## config.mk

```make
export PLATFORM = sky130hd
export DESIGN_NAME = mem_access_unit_flat
export DESIGN_NICKNAME = d
export VERILOG_FILES = /design/src/rtl/mem_access_unit_if.sv /design/src/rtl/mem_access_unit.sv /design/src/flat_wrapper.sv
export SDC_FILE = /design/constraint.sdc
export NUM_CORES = 1
export LEC_CHECK = 0
export ABC_CLOCK_PERIOD_IN_PS = 3670
export BUFFER_PORTS_ARGS = -buffer_cell sky130_fd_sc_hd__buf_2
export CORE_MARGIN = 8
export CORE_UTILIZATION = 50
export CTS_BUF_LIST = sky130_fd_sc_hd__clkbuf_8
export DETAILED_ROUTE_END_ITERATION = 8
export HOLD_SLACK_MARGIN = 0.02
export PLACE_DENSITY = 0.77
export SYNTH_ARGS = -nofsm -noshare
export SYNTH_HDL_FRONTEND = slang
export SYNTH_SLANG_ARGS = --single-unit
export TNS_END_PERCENT = 10
```

## constraint.sdc

```tcl
create_clock -name Clk -period 3.67 [get_ports Clk]
set_input_delay 0.1835 -clock Clk [delete_from_list [all_inputs] [get_ports Clk]]
set_output_delay 0.1835 -clock Clk [all_outputs]
set_load 0.02 [all_outputs]
```

## src/rtl/mem_access_unit_if.sv

```systemverilog
// Pipeline-side request/response bus of the load/store unit.
// Requests are sampled only while Busy is low; responses are qualified by Done.
interface mem_access_unit_if #(parameter int n = 5);
   logic          Req;
   logic          Wr;
   logic [1:0]    Size;
   logic          Unsigned;
   logic [n+1:0]  ByteAddr;
   logic [31:0]   WData;
   logic          Busy;
   logic          Done;
   logic          AddrErr;
   logic [31:0]   RData;

   modport master (
      output Req, Wr, Size, Unsigned, ByteAddr, WData,
      input  Busy, Done, AddrErr, RData
   );

   modport slave (
      input  Req, Wr, Size, Unsigned, ByteAddr, WData,
      output Busy, Done, AddrErr, RData
   );
endinterface

```

## src/rtl/mem_access_unit.sv

```systemverilog
// Byte/half/word load-store front end to a word-wide DataRAM; sub-word stores are read-modify-write.
// Done after 1 (error), 2 (load, word store) or 3 (sub-word store) cycles; Req while Busy is dropped.
module mem_access_unit #(
   parameter int n = 5
) (
   input  logic            Clk,
   input  logic            Rst,
   mem_access_unit_if.slave cpu,
   output logic [n-1:0]    Ram_Addr,
   output logic [31:0]     Ram_DataIn,
   output logic            Ram_MemWR,
   input  logic [31:0]     Ram_DataOut
);

   typedef enum logic [2:0] {
      IDLE  = 3'd0,
      READ  = 3'd1,
      WRITE = 3'd2,
      DONE  = 3'd3,
      ERR   = 3'd4
   } state_t;

   state_t        state;
   state_t        nextState;

   logic          wrQ;
   logic          unsignedQ;
   logic [1:0]    sizeQ;
   logic [1:0]    offsetQ;
   logic [31:0]   wDataQ;
   logic [31:0]   mergeQ;
   logic [31:0]   rDataQ;
   logic [n-1:0]  ramAddrQ;

   logic          reqErr;
   logic [4:0]    laneShift;
   logic [31:0]   laneMask;
   logic [31:0]   loadLane;
   logic [31:0]   loadExt;
   logic [31:0]   merged;

   // Alignment/legality check on the live request, only meaningful in IDLE.
   always_comb begin
      reqErr = 1'b0;
      case (cpu.Size)
         2'b01:   reqErr = cpu.ByteAddr[0];
         2'b10:   reqErr = |cpu.ByteAddr[1:0];
         2'b11:   reqErr = 1'b1;
         default: reqErr = 1'b0;
      endcase
   end

   always_ff @(posedge Clk) begin
      if (Rst) begin
         state <= IDLE;
      end else begin
         state <= nextState;
      end
   end

   always_comb begin
      nextState = state;
      case (state)
         IDLE: begin
            if (cpu.Req) begin
               if (reqErr) begin
                  nextState = ERR;
               end else if (cpu.Wr && cpu.Size == 2'b10) begin
                  nextState = WRITE;
               end else begin
                  nextState = READ;
               end
            end
         end
         READ:    nextState = wrQ ? WRITE : DONE;
         WRITE:   nextState = DONE;
         DONE:    nextState = IDLE;
         ERR:     nextState = IDLE;
         default: nextState = IDLE;
      endcase
   end

   // Reset gates the write strobe combinationally so an aborted store never lands.
   always_comb begin
      cpu.Busy    = (state != IDLE);
      cpu.Done    = (state == DONE) || (state == ERR);
      cpu.AddrErr = (state == ERR);
      Ram_MemWR   = (state == WRITE) && !Rst;
   end

   // Big-endian lanes: byte offset 0 is bits [31:24], half offset 0 is bits [31:16].
   always_comb begin
      laneShift = 5'd0;
      laneMask  = 32'hFFFF_FFFF;
      case (sizeQ)
         2'b00: begin
            laneShift = {~offsetQ, 3'b000};
            laneMask  = 32'h0000_00FF;
         end
         2'b01: begin
            laneShift = {~offsetQ[1], 4'b0000};
            laneMask  = 32'h0000_FFFF;
         end
         default: ;
      endcase

      loadLane = (Ram_DataOut >> laneShift) & laneMask;
      merged   = (Ram_DataOut & ~(laneMask << laneShift))
               | ((wDataQ & laneMask) << laneShift);

      case (sizeQ)
         2'b00:   loadExt = unsignedQ ? loadLane : {{24{loadLane[7]}}, loadLane[7:0]};
         2'b01:   loadExt = unsignedQ ? loadLane : {{16{loadLane[15]}}, loadLane[15:0]};
         default: loadExt = loadLane;
      endcase
   end

   always_ff @(posedge Clk) begin
      if (Rst) begin
         wrQ       <= 1'b0;
         unsignedQ <= 1'b0;
         sizeQ     <= 2'b00;
         offsetQ   <= 2'b00;
         wDataQ    <= 32'h0;
         mergeQ    <= 32'h0;
         rDataQ    <= 32'h0;
         ramAddrQ  <= '0;
      end else begin
         case (state)
            IDLE: begin
               if (cpu.Req) begin
                  wrQ       <= cpu.Wr;
                  unsignedQ <= cpu.Unsigned;
                  sizeQ     <= cpu.Size;
                  offsetQ   <= cpu.ByteAddr[1:0];
                  wDataQ    <= cpu.WData;
                  ramAddrQ  <= cpu.ByteAddr[n+1:2];
                  if (cpu.Wr && cpu.Size == 2'b10 && !reqErr) begin
                     mergeQ <= cpu.WData;
                  end
               end
            end
            READ: begin
               if (wrQ) begin
                  mergeQ <= merged;
               end else begin
                  rDataQ <= loadExt;
               end
            end
            default: ;
         endcase
      end
   end

   assign cpu.RData  = rDataQ;
   assign Ram_Addr   = ramAddrQ;
   assign Ram_DataIn = mergeQ;

   a_noBackToBackWrite: assert property (@(posedge Clk) Ram_MemWR |=> !Ram_MemWR);

endmodule
```

## src/flat_wrapper.sv

```systemverilog
// flat-port wrapper written by rule: the top's interface ports become plain ports
module mem_access_unit_flat 
#(
   parameter int n = 5
)
  (Clk, Rst, Ram_Addr, Ram_DataIn, Ram_MemWR, Ram_DataOut, cpu_Req, cpu_Wr, cpu_Size, cpu_Unsigned, cpu_ByteAddr, cpu_WData, cpu_Busy, cpu_Done, cpu_AddrErr, cpu_RData);
  mem_access_unit_if #(.n(n)) cpu_i ();
  input  logic Clk;
  input  logic Rst;
  output logic [n-1:0] Ram_Addr;
  output logic [31:0] Ram_DataIn;
  output logic Ram_MemWR;
  input  logic [31:0] Ram_DataOut;
  input wire logic [$bits(cpu_i.Req)-1:0] cpu_Req;
  input wire logic [$bits(cpu_i.Wr)-1:0] cpu_Wr;
  input wire logic [$bits(cpu_i.Size)-1:0] cpu_Size;
  input wire logic [$bits(cpu_i.Unsigned)-1:0] cpu_Unsigned;
  input wire logic [$bits(cpu_i.ByteAddr)-1:0] cpu_ByteAddr;
  input wire logic [$bits(cpu_i.WData)-1:0] cpu_WData;
  output wire logic [$bits(cpu_i.Busy)-1:0] cpu_Busy;
  output wire logic [$bits(cpu_i.Done)-1:0] cpu_Done;
  output wire logic [$bits(cpu_i.AddrErr)-1:0] cpu_AddrErr;
  output wire logic [$bits(cpu_i.RData)-1:0] cpu_RData;
  assign cpu_i.Req = cpu_Req;
  assign cpu_i.Wr = cpu_Wr;
  assign cpu_i.Size = cpu_Size;
  assign cpu_i.Unsigned = cpu_Unsigned;
  assign cpu_i.ByteAddr = cpu_ByteAddr;
  assign cpu_i.WData = cpu_WData;
  assign cpu_Busy = cpu_i.Busy;
  assign cpu_Done = cpu_i.Done;
  assign cpu_AddrErr = cpu_i.AddrErr;
  assign cpu_RData = cpu_i.RData;
  mem_access_unit #(.n(n)) u_core (.Clk(Clk), .Rst(Rst), .cpu(cpu_i), .Ram_Addr(Ram_Addr), .Ram_DataIn(Ram_DataIn), .Ram_MemWR(Ram_MemWR), .Ram_DataOut(Ram_DataOut));
endmodule
```

### Yosys cells after proc, flatten, opt, wreduce, memory -nomap -nowiden

Cells that the tools add are included.

| cells by class | value |
|---|---|
| multiplexer cells | 15 |
| shift operators | 3 |
| bitwise gates (word level) | 8 |
| reductions and logical operators | 14 |
| eq/ne operators | 11 |

Operators with widths:

| operator | count |
|---|---|
| one-hot mux 32 bit (2 select lines) | 3 |
| two-way mux 32 bit | 5 |
| bitwise AND 32 bit | 3 |
| << shifter 32 x 5 -> 32 bit | 2 |
| NOT 32 bit | 1 |
| bitwise OR 32 bit | 1 |
| right shift 32 x 5 -> 32 bit | 1 |
| one-hot mux 5 bit (2 select lines) | 1 |
| one-hot mux 3 bit (3 select lines) | 1 |
| == test 3 x 2 -> 1 bit (second input constant) | 2 |
| two-way mux 3 bit | 2 |
| == test 2 x 1 -> 1 bit (second input constant) | 2 |
| == test 2 bit (second input constant) | 2 |
| inequality test 2 x 1 -> 1 bit (second input constant) | 2 |
| AND reduction 2 bit | 2 |
| AND reduction 4 bit | 1 |
| == test 3 x 1 -> 1 bit (second input constant) | 1 |
| == test 3 bit (second input constant) | 1 |
| logical AND 1 bit | 3 |
| logical NOT 3 bit | 1 |
| one-hot mux 1 bit (3 select lines) | 1 |
| nonzero test 3 bit | 1 |
| logical NOT 1 bit | 2 |
| logical NOT 2 bit | 1 |
| other kinds (8) | 9 |

| word-level totals | value |
|---|---|
| logic and storage cells | 60 |
| flip-flop bits (word level) | 110 |
| input bits | 78 |

### Depth between registers and ports, before layout

| depth | value |
|---|---|
| depth after elaboration | 8 |
| mapped depth | 8 |
| mapped depth without buffers | 5 |

### Worst setup path after synthesis

No wires, ideal clock.

| timing path | value |
|---|---|
| path type | flip-flop to flip-flop |
| from | reg u_core.sizeQ[1] |
| to | reg u_core.rDataQ[0] (netlist: u_core.cpu.RData[0]) |
| library setup time | 0.132 ns |
| data arrival time | 1.553 ns |
| cell stages (with the launch flop) | 6 |
| path slack | 1.985 ns |
| clock period less this slack | 1.685 ns |
| cell sequence | dfxtp_1 > buf_6 > nor3_2 > mux4_1 > nand2_1 > a21oi_1 |

| on the way | value |
|---|---|
| word-level cells in the longest chain between the ends | 6 |
| elaborated cells between the ends (all ways) | 8 |
| those cells by class | eq/ne: 1; shift: 1; mux: 4; bitwise: 1; reduce/logical: 1 |

RTL lines:

| what | RTL line | RTL |
|---|---|---|
| start, declared | mem_access_unit.sv:28 | `logic [1:0] sizeQ;` |
| start signal, assigned | mem_access_unit.sv:134 | `sizeQ <= cpu.Size;` |
| == test 2 x 1 -> 1 bit or logical NOT 2 bit (tied branches) | mem_access_unit.sv:95, mem_access_unit.sv:111 |  |
| one-hot mux 5 bit (2 select lines) | mem_access_unit.sv:95 | `case (sizeQ)` |
| right shift 32 x 5 -> 32 bit | mem_access_unit.sv:107 | `loadLane = (Ram_DataOut >> laneShift) & laneMask;` |
| bitwise AND 32 bit | mem_access_unit.sv:107 |  |
| two-way mux 32 bit (on tied branches) | mem_access_unit.sv:113, mem_access_unit.sv:112 |  |
| one-hot mux 32 bit (2 select lines) * | mem_access_unit.sv:111 | `case (sizeQ)` |
| end signal, assigned | mem_access_unit.sv:147 | `rDataQ <= loadExt;` |
| end, declared | mem_access_unit.sv:32 | `logic [31:0] rDataQ;` |

Mark *: on every way between the ends. The rest lies on a longest branch, timed or not.
A chain may end at the register's enable or synchronous reset.

### Worst setup path in the final report

| timing path | value |
|---|---|
| from | reg u_core.offsetQ[1] |
| to | reg u_core.rDataQ[6] (netlist: u_core.cpu.RData[6]) |

| on the way | value |
|---|---|
| word-level cells in the longest chain between the ends | 6 |
| elaborated cells between the ends (all ways) | 8 |
| those cells by class | shift: 1; mux: 4; bitwise: 3 |

RTL lines:

| what | RTL line | RTL |
|---|---|---|
| start, declared | mem_access_unit.sv:29 | `logic [1:0] offsetQ;` |
| start signal, assigned | mem_access_unit.sv:135 | `offsetQ <= cpu.ByteAddr[1:0];` |
| NOT 1 bit or NOT 2 bit (tied branches) | mem_access_unit.sv:101, mem_access_unit.sv:97 |  |
| one-hot mux 5 bit (2 select lines) * | mem_access_unit.sv:95 |  |
| right shift 32 x 5 -> 32 bit * | mem_access_unit.sv:107 |  |
| bitwise AND 32 bit * | mem_access_unit.sv:107 |  |
| two-way mux 32 bit (on tied branches) | mem_access_unit.sv:113, mem_access_unit.sv:112 |  |
| one-hot mux 32 bit (2 select lines) * | mem_access_unit.sv:111 |  |

Marked as above.

==> flow_metrics.tcl <==
set metrics [dict create \
    synth_edf_count 0 \
    num_antenna_cells 0 \
    synthAdderAreaFrac 0 \
    report.power.total_w 0.00293 \
    fin_util 0.585 \
    wirelength_um 17600 \
    gp_congestion 0.938 \
    synth-seq-cells 110 \
    via_per_inst 6.09 \
    fin_crit_ps 2580 \
    die_y_um 120 \
    finClkSkew_ps 11.9 \
    first_pass_iters 6 \
    timing.rr.start "u_core.offsetQ[1]$_SDFFE_PP0P_" \
    synth_top_cell_area_share 0.411 \
    cp-end-kind "flop" \
    synthesis.nets 735 \
    min_from "cpu_ByteAddr[6]" \
    ant_nets 0 \
    power_frac_seq 0.478 \
    cts_resized 0 \
    drive_gt1_frac 0.249 \
    critPathMaxStageDelay_ps 1120 \
    fin_nets 841 \
    cts-buffers-inserted 9 \
    synthCells 657 \
    swShare 0.355 \
    num_rows 38 \
    fin_crit_sh 0.703 \
    async_reset_ff_frac 0 \
    clock_sinks 110 \
    worstSetupStartpoint "u_core.offsetQ[1]$_SDFFE_PP0P_" \
    syn_area_mm2 0.00536 \
    num_io_pins 151 \
    critical-path-slowest-cell "nor2_1" \
    drcViolationCount 0 \
    synth_top_area_cell "dfxtp_1" \
    initial_utilization 0.504 \
    clk_pin_slew_ps 100 \
    cp-start-kind "flop" \
    fin_tns_setup_ps 0 \
    cp_cell_sequence "nor2_1 -> mux4_2 -> nand2_1 -> a21oi_1" \
    holdWs_ps 35.6 \
    internal_power_w 0.00189 \
    drt_iter0_drc 743 \
    grt_overflow 0 \
    htreeDepth 3 \
    ys_seq_area_frac 0.411 \
    io_buffers 150 \
    power.density_mw_per_mm2 470 \
    clock_power_share 0.250 \
    maxCapViolations 0 \
    hp-class "in2reg" \
    synth_area_per_cell_um2 8.16 \
    ys_types 51 \
    path_class "reg2reg" \
    drv_slew 0 \
    yosys-top-cells-count "150 x nand2_1, 128 x a21oi_1, 110 x dfxtp_1" \
    yosysWarnings 0 \
    synthSimpleGateAreaFrac 0.163 \
    synth_flop_cell "dfxtp_1" \
    vias 5533 \
    die_w_um 120 \
    dp.cells 891 \
    p_switching_w 0.00104 \
    tightestPinTransition_ps 1370 \
    synthMuxAreaShare 0.0665 \
    rsz0062_at_grt "false" \
    synth_top_family_by_area "compound AO/OA/AOI/OAI gates" \
    slew_headroom 0.0812 \
    root_buffer "clkbuf_8" \
    required_ps 3910 \
    leakage_nw 2.68 \
    cp_max_fo 20 \
    synth_xor_area_frac 0 \
    core_area_mm2 0.0107 \
    ctsLongestPathBuffers 2 \
    hpwl_um 12700 \
    die-area_mm2 0.0143 \
    synth_top_cells_by_area "dfxtp_1 41%, a21oi_1 12%, nand2_1 10%" \
    syn_to_final_growth_pct 16.1 \
    grt_max_degree 65 \
    synth.most_common_cell "nand2_1" \
    post_drt_wl_per_cell_um 19.4 \
    synth_compound_area_frac 0.298 \
    fmaxAchievable_mhz 387 \
    grt_pass1_vias 5233 \
    status "completed" \
    finalHoldViolations 0 \
    grt_usage 0.237 \
    clk_latency_ps 380 \
    final-setup-viol-count 0 \
    cts_tree "yes" \
    stdcell_count 908 \
    arrival_ps 2820 \
    pwr-share-comb 0.272 \
    ir_drop_uv 187 \
    antenna_found_initial 0 \
    grt_pass1_wl_um 27600 \
    fill_cells 1013 \
]
## cell type report
type	instances	area [um2]	share of cell area
clock buffers	9	124	0.0199
clock inverters	7	66.3	0.0106
inverters	3	11.3	0.00181
multi-input cells	482	2840	0.456
flip-flops and latches	110	2200	0.354
well taps	140	175	0.0281
repair buffers	157	806	0.129
## logic make-up after synthesis
kind of cell | count (synthesis)
AOI/OAI and AO/OA | 253
buffers and inverters | 65
DFF | 110
muxes | 25
and+or+nand+nor | 204
## metrics by stage
stage,cell area [um2],worst slack [ps]
2_1_floorplan,5360,1990
3_3_place_gp,6030,1250
3_5_place_dp,6030,1140
4_1_cts,6220,1130
5_1_grt,6230,1020
6_report,6230,1090
## flip-flops by register name (all words and copies together), names as in the netlist
signal / cells
u_core.wrQ: 1
u_core.Ram_Addr: 5
u_core.Ram_DataIn: 32
u_core.unsignedQ: 1
u_core.sizeQ: 2
u_core.state: 3
u_core.offsetQ: 2
u_core.wDataQ: 32
u_core.cpu.RData: 32
## path summary, 6_finish.rpt
kind | to | slack (ps) | cells past startpoint
setup / recovery | u_core.cpu.RData[6]$_SDFFE_PP0N_ | 1090 | 4
hold / removal | u_core.Ram_Addr[4]$_SDFFE_PP0P_ | 40 | 3
setup reg to reg | u_core.cpu.RData[6]$_SDFFE_PP0N_ | 1090 | 4
hold reg to reg | u_core.Ram_DataIn[29]$_SDFFE_PP0P_ | 460 | 2
## layout by cell type (no fill, tap or decap), types with 5 or more instances in the layout
| master | count |
|---|---|
| buf_2 | 150 |
| nand2_1 | 149 |
| a21oi_1 | 128 |
| dfxtp_1 | 109 |
| o21ai_0 | 41 |
| nor2_1 | 29 |
| mux2i_1 | 18 |
| a211o_1 | 16 |
| a22o_1 | 14 |
| clkbuf_8 | 9 |
| o211ai_1 | 8 |
| a32oi_1 | 8 |
| a311o_1 | 8 |
| a22oi_1 | 7 |
| a222oi_1 | 7 |
| buf_4 | 6 |
| mux4_1 | 5 |
## power groups by stage
stage	Sequential (W)	Clock (W)	Combinational, W
2_1_floorplan	0.00145	0	0.000519
3_3_place_gp	0.00142	0	0.000766
3_5_place_dp	0.00142	0	0.000782
4_1_cts	0.00140	0.000741	0.000785
5_1_grt	0.00141	0.000790	0.000860
6_report	0.00140	0.000733	0.000796
## metal layers
| metal | routed length (um) | GRT usage |
|---|---|---|
| met1 | 7340 | 0.310 |
| met2 | 7940 | 0.361 |
| met3 | 1940 | 0.0770 |
| met4 | 416 | 0.0835 |
| met5 | 0 | 0 |
## worst max-delay path, delay by kind of cell (launching register included)
family,cells,cell delay (ps)
simple gates,2,1210
flops,1,520
compound gates,1,60
mux,1,640
## repair_timing
| item | 4_1_cts | 5_1_grt |
|---|---|---|
| setup buffers | 0 | 0 |
| hold endpoints to repair | 0 | 1 |
| hold buffers | 0 | 1 |
No activity file was read; power rests on OpenSTA's default activity.
